$ cat src/rtl/serial_add_ctrl_if.sv
// Bus between a requester and the bit-serial adder: request side
// (start, operands, carry-in) and result side (busy, done, Sum, CO),
// plus the controller state for observation.
interface serial_add_ctrl_if #(
   parameter int WIDTH = 8
);
   // Handshake: start is a request and busy is the inverse of ready.
   // A request is accepted on a rising edge where start = 1 and busy = 0,
   // and A, B and CI are captured on that same edge. They may change
   // freely afterwards. Requests made while busy = 1 are dropped, not queued.
   // done pulses for one cycle when Sum and CO carry the new result.
   logic             start;
   logic [WIDTH-1:0] A;
   logic [WIDTH-1:0] B;
   logic             CI;
   logic             busy;
   logic             done;
   logic [WIDTH-1:0] Sum;
   logic             CO;
   logic [1:0]       state_dbg;

   modport master (
      output start, A, B, CI,
      input  busy, done, Sum, CO, state_dbg
   );

   modport slave (
      input  start, A, B, CI,
      output busy, done, Sum, CO, state_dbg
   );
endinterface

$ cat src/rtl/serial_add_ctrl.sv
// Bit-serial adder: one full-adder cell is reused for WIDTH clocks.
// The operands are shifted LSB first, and the carry is held in a register
// between bits.

// Single-bit full adder cell driven by the controller below.
module one_bit_add (
   input  logic A,
   input  logic B,
   input  logic CI,
   output logic Sum,
   output logic CO
);
   assign Sum = A ^ B ^ CI;
   assign CO  = (A & B) | (A & CI) | (B & CI);
endmodule

module serial_add_ctrl #(
   parameter int WIDTH = 8
) (
   input  logic                clk,
   input  logic                rst_n,
   serial_add_ctrl_if.slave    bus
);
   typedef enum logic [1:0] {
      IDLE = 2'd0,
      ADD  = 2'd1,
      DONE = 2'd2
   } state_t;

   state_t           state, state_next;
   logic [WIDTH-1:0] op_a, op_b;
   // Holds the WIDTH-1 sum bits already produced. The newest bit is
   // concatenated on top, so the full word exists on the last edge.
   logic [WIDTH-2:0] sum_sh;
   logic             carry;
   logic [5:0]       cnt;
   logic [WIDTH-1:0] sum_q;
   logic             co_q;
   logic             cell_s, cell_co;
   logic [WIDTH-1:0] sum_next;
   logic             last_bit;

   one_bit_add u_cell (
      .A   (op_a[0]),
      .B   (op_b[0]),
      .CI  (carry),
      .Sum (cell_s),
      .CO  (cell_co)
   );

   assign sum_next = {cell_s, sum_sh};
   assign last_bit = (cnt == 6'(WIDTH - 1));

   // State register.
   always_ff @(posedge clk or negedge rst_n) begin
      if (!rst_n) state <= IDLE;
      else        state <= state_next;
   end

   // Next-state decode: IDLE waits for start, ADD runs WIDTH bits, DONE lasts one cycle.
   always_comb begin
      state_next = state;
      case (state)
         IDLE:    if (bus.start) state_next = ADD;
         ADD:     if (last_bit)  state_next = DONE;
         DONE:    state_next = IDLE;
         default: state_next = IDLE;
      endcase
   end

   // Datapath: capture operands on acceptance and shift one bit per ADD
   // cycle. The result registers are loaded only on the final bit.
   always_ff @(posedge clk or negedge rst_n) begin
      if (!rst_n) begin
         op_a   <= '0;
         op_b   <= '0;
         sum_sh <= '0;
         carry  <= 1'b0;
         cnt    <= '0;
         sum_q  <= '0;
         co_q   <= 1'b0;
      end else begin
         case (state)
            IDLE: begin
               if (bus.start) begin
                  op_a  <= bus.A;
                  op_b  <= bus.B;
                  carry <= bus.CI;
                  cnt   <= '0;
               end
            end
            ADD: begin
               op_a   <= op_a >> 1;
               op_b   <= op_b >> 1;
               sum_sh <= sum_next[WIDTH-1:1];
               carry  <= cell_co;
               cnt    <= cnt + 6'd1;
               if (last_bit) begin
                  sum_q <= sum_next;
                  co_q  <= cell_co;
               end
            end
            default: ;
         endcase
      end
   end

   assign bus.busy      = (state != IDLE);
   assign bus.done      = (state == DONE);
   assign bus.Sum       = sum_q;
   assign bus.CO        = co_q;
   assign bus.state_dbg = state;
endmodule

$ cat src/flat_wrapper.sv
// flat-port wrapper written by rule: the top's interface ports become plain ports
module serial_add_ctrl_flat 
#(
   parameter int WIDTH = 8
)
  (clk, rst_n, bus_start, bus_A, bus_B, bus_CI, bus_busy, bus_done, bus_Sum, bus_CO, bus_state_dbg);
  serial_add_ctrl_if #(.WIDTH(WIDTH)) bus_i ();
  input  logic clk;
  input  logic rst_n;
  input wire logic [$bits(bus_i.start)-1:0] bus_start;
  input wire logic [$bits(bus_i.A)-1:0] bus_A;
  input wire logic [$bits(bus_i.B)-1:0] bus_B;
  input wire logic [$bits(bus_i.CI)-1:0] bus_CI;
  output wire logic [$bits(bus_i.busy)-1:0] bus_busy;
  output wire logic [$bits(bus_i.done)-1:0] bus_done;
  output wire logic [$bits(bus_i.Sum)-1:0] bus_Sum;
  output wire logic [$bits(bus_i.CO)-1:0] bus_CO;
  output wire logic [$bits(bus_i.state_dbg)-1:0] bus_state_dbg;
  assign bus_i.start = bus_start;
  assign bus_i.A = bus_A;
  assign bus_i.B = bus_B;
  assign bus_i.CI = bus_CI;
  assign bus_busy = bus_i.busy;
  assign bus_done = bus_i.done;
  assign bus_Sum = bus_i.Sum;
  assign bus_CO = bus_i.CO;
  assign bus_state_dbg = bus_i.state_dbg;
  serial_add_ctrl #(.WIDTH(WIDTH)) u_core (.clk(clk), .rst_n(rst_n), .bus(bus_i));
endmodule
$ cat config.mk
export PLATFORM = sky130hd
export DESIGN_NAME = serial_add_ctrl_flat
export DESIGN_NICKNAME = d
export VERILOG_FILES = /design/src/rtl/serial_add_ctrl_if.sv /design/src/rtl/serial_add_ctrl.sv /design/src/flat_wrapper.sv
export SDC_FILE = /design/constraint.sdc
export NUM_CORES = 1
export LEC_CHECK = 0
export ABC_AREA = 1
export BUFFER_PORTS_ARGS = -buffer_cell sky130_fd_sc_hd__buf_2
export CAP_MARGIN = 25
export CORE_UTILIZATION = 50
export CTS_CLUSTER_DIAMETER = 40
export CTS_CLUSTER_SIZE = 30
export DETAILED_ROUTE_END_ITERATION = 16
export HOLD_SLACK_MARGIN = 0.12
export MAX_ROUTING_LAYER = met4
export PLACE_DENSITY = 0.82
export REMOVE_ABC_BUFFERS = 1
export SLEW_MARGIN = 30
export SYNTH_ARGS = -nofsm -noshare
export SYNTH_HDL_FRONTEND = slang
export SYNTH_HIERARCHICAL = 1
export SYNTH_SLANG_ARGS = --single-unit
$ cat constraint.sdc
create_clock -name clk -period 1.9 [get_ports clk]
set_clock_uncertainty 0.1 [all_clocks]
set_input_delay 0.475 -clock clk [delete_from_list [all_inputs] [get_ports clk]]
set_output_delay 0.475 -clock clk [all_outputs]
set_load 0.005 [all_outputs]
==> reports/qor.json <==
{
  "cts": {
    "cts-htree-levels": 2,
    "clk_pin_slew_ns": 0.12,
    "post_cts_setup_inserts": 0,
    "clock_latency_ns": 0.34,
    "numCtsBuffers": 5,
    "clock_sink_count": 41,
    "postCtsResizedCells": 0,
    "clock_tree.root_cell": "clkbuf_4",
    "tritoncts": "yes",
    "clock_path_buffers": 2
  },
  "logic_synthesis": {
    "post_synth_inst_count": 205,
    "number_of_different_library_cells_in_the_post_synthesis_netlist": 22,
    "ys_ff_latch": 41,
    "synth-main-ff-cell": "dfrtp_1",
    "cell_types_occupying_the_most_area_after_synthesis": "dfrtp_1 57%, nand2_1 18%, nand3_1 5.3%, o21ai_2 3.9%, inv_1 3.6%",
    "netlist.area_leader.share_pct": 57.2,
    "synth_sequential_area_ratio_pct": 57.2,
    "synth_top_area_cell": "dfrtp_1",
    "netlist_area_sq_mm": 0.00179,
    "yosysWarnings": 6,
    "async_set_reset_flop_share_out_of_synthesis_pct": 100,
    "syn_avg_cell_area_sq_um": 8.75,
    "ys_top_cells_by_count": "86 x nand2_1, 41 x dfrtp_1, 19 x nand3_1, 17 x inv_1, 11 x o21ai_0",
    "number_of_synthesized_flops_with_an_enable_pin": 0,
    "post-synth-top-count-cell": "nand2_1"
  },
  "floorplanning": {
    "die_height_microns": 61.9,
    "floorplan.initialDensity_pct": 52.9,
    "dieWidth_microns": 61.9,
    "floorplan.rows": 21,
    "core_area_sq_mm": 0.00339,
    "design.die.area_sq_mm": 0.00383,
    "io-pin-count": 33
  },
  "placed_design": {
    "preCtsSetupSlack_ns": 0.227,
    "detailed_place_hpwl_microns": 2240,
    "place_congestion": 0.833,
    "port_buffers": 32,
    "postPlaceCellArea_sq_mm": 0.00200
  },
  "worst_setup_path": {
    "cp_data_arrival_time_ns": 1.15,
    "worst-setup-path-type": "reg2out",
    "path_max_fanout": 7,
    "crit_chain": "nor2_1, inv_1, buf_2",
    "worstSetupStartpointType": "register",
    "crit_buf_inv": 2,
    "critical-path-top-delay-family": "flip-flops",
    "worst-endpoint-required_ns": 1.32,
    "timing.critical_path.slowest_cell_delay_ns": 0.48,
    "worst_path_max_delay_cell": "dfrtp_1",
    "endpoint_kind": "output pin"
  },
  "timing": {
    "slew_headroom_pct": 57.5,
    "setup_slack_ns": 0.171,
    "final_min_period_over_clock_period_pct": 91.0,
    "worst-slew-pin-transition_ns": 0.637,
    "min_period_ns": 1.73,
    "setup-tns-final_ns": 0,
    "fin_worst_hold_slack_ns": 0.221,
    "setup_viol_count_final": 0,
    "rsz0062_at_grt": "false",
    "maxSlewViolCount": 0,
    "clock.fmax_mhz": 578,
    "timing.final.hold_violations": 0
  },
  "hold_path": {
    "hold_class": "in2reg"
  },
  "drt": {
    "met2_wirelength_microns": 1520,
    "vias_per_cell": 4.84,
    "met3RoutedLength_microns": 113,
    "top_signal_layer_used": "met4",
    "drc_errors": 0,
    "drt-initial-drc-count": 35,
    "detail_route.wirelength_microns": 3200,
    "wl_per_cell_microns": 11.1,
    "vias": 1395,
    "first_pass_iters": 4,
    "ant_nets": 0,
    "route.layer.met1.wl_microns": 1550
  },
  "final_layout": {
    "register_area_sq_mm": 0.00103,
    "fillerInstances": 299,
    "layout.core_utilization_pct": 61.9,
    "antenna_cells_inserted": 0,
    "multi_input_comb_area_sq_um": 656,
    "nNetsFinal": 263,
    "flow.area_growth_from_synthesis_pct": 16.9,
    "postLayoutCellArea_sq_mm": 0.00210,
    "drive_above_1_share_pct": 22.7
  },
  "run_status": {
    "outcome": "completed"
  },
  "global_routing": {
    "grt_usage_pct": 20.5,
    "grt_pass1_vias": 1267,
    "globalRoute.totalOverflow": 0,
    "grt_max_degree": 42,
    "antenna_found_initial": 0,
    "grt_pass1_wl_microns": 5350
  },
  "power_and_ir_drop": {
    "cellPowerDensity_mw_per_mm2": 1100,
    "p_leak_nw": 1.12,
    "vdd.ir_drop.worst_mv": 0.637
  },
  "flow_run": {
    "max_cap_viol_count": 0
  }
}
## cell families (layout without fill, tap and decap cells)
kind of cell / after synthesis / after routing / synth area share [%]
and+or+nand+nor: 115 / 115 / 26.6
buffers and inverters: 25 / 62 / 6.28
DFF: 41 / 41 / 57.2
adders and majority gates: 2 / 2 / 1.81
AOI/OAI and AO/OA: 22 / 22 / 8.16
## sequential cells by signal, indices dropped and copies added (netlist names)
| register | flops |
|---|---|
| u_core/op_b | 8 |
| u_core/sum_sh | 7 |
| u_core/carry | 1 |
| u_core/bus.CO | 1 |
| u_core/op_a | 8 |
| u_core/bus.Sum | 8 |
| u_core/bus.state_dbg | 2 |
| u_core/cnt | 6 |
## per-layer routing
metal	global-route usage [%]	up-vias
li1	-	717
met1	26.9	646
met2	30.3	30
met3	6.21	2
met4	7.62	0
met5	-	-
## timing repair
item | in CTS | in global routing
hold endpoints to repair | 41 | 0
endpoints found under the setup margin | 0 | 0
hold buffers | 1 | 0
## per-stage QoR
stage / total power, W / cells
2_1_floorplan: 0.00153 / 198
3_3_place_gp: 0.00170 / 279
3_5_place_dp: 0.00174 / 279
4_1_cts: 0.00232 / 288
5_1_grt: 0.00247 / 288
6_report: 0.00230 / 288
## worst register-to-register path, delay by kind of cell (launching register included)
kind / cells / cell delay, ns
flip-flops: 1 / 0.40
AO/OA/AOI/OAI: 1 / 0.07
AND/OR/NAND/NOR: 4 / 0.82
adder cells (fa/ha/maj): 1 / 0.18
## area by class of cell
| type | instances | area share, % |
|---|---|---|
| Sequential cell | 41 | 48.9 |
| Multi-Input combinational cell | 139 | 31.3 |
| Timing Repair Buffer | 36 | 9.79 |
| Inverter | 18 | 3.22 |
| Tap cell | 46 | 2.74 |
| Clock buffer | 7 | 2.63 |
| Clock inverter | 1 | 1.43 |
## path summary, 6_finish.rpt
check | depth (start not counted) | to | from | slack (ns)
worst min register to register | 2 | u_core/bus.Sum[3] | u_core/bus.Sum[3] | 0.39
worst min-delay path | 3 | u_core/op_a[7] | bus_A[7] | 0.22
max in group asynchronous | 3 | u_core/cnt[5] | rst_n | 0.99
worst max-delay path | 3 | bus_busy | u_core/bus.state_dbg[0] | 0.17
min in group asynchronous | 3 | u_core/bus.Sum[1] | rst_n | 0.52
worst max register to register | 6 | u_core/bus.CO | u_core/cnt[1] | 0.22
## report_power, final
group | leakage [nW] | internal (W) | switching (W)
sequential | 0.540 | 0.00103 | 0.000108
clock | 0.0455 | 0.000314 | 0.000270
combinational | 0.539 | 0.000207 | 0.000369
total | 1.12 | 0.00155 | 0.000747
## cells in the final DEF, fill, tap and decap left out, drive strengths merged, types with 7 or more instances in the layout
cell type	count
o21ai	19
inv	18
clkbuf	7
dfrtp	41
nor2	7
nand3	20
buf	35
nand2	87
Note: power is estimated with default switching activity, not from simulation.
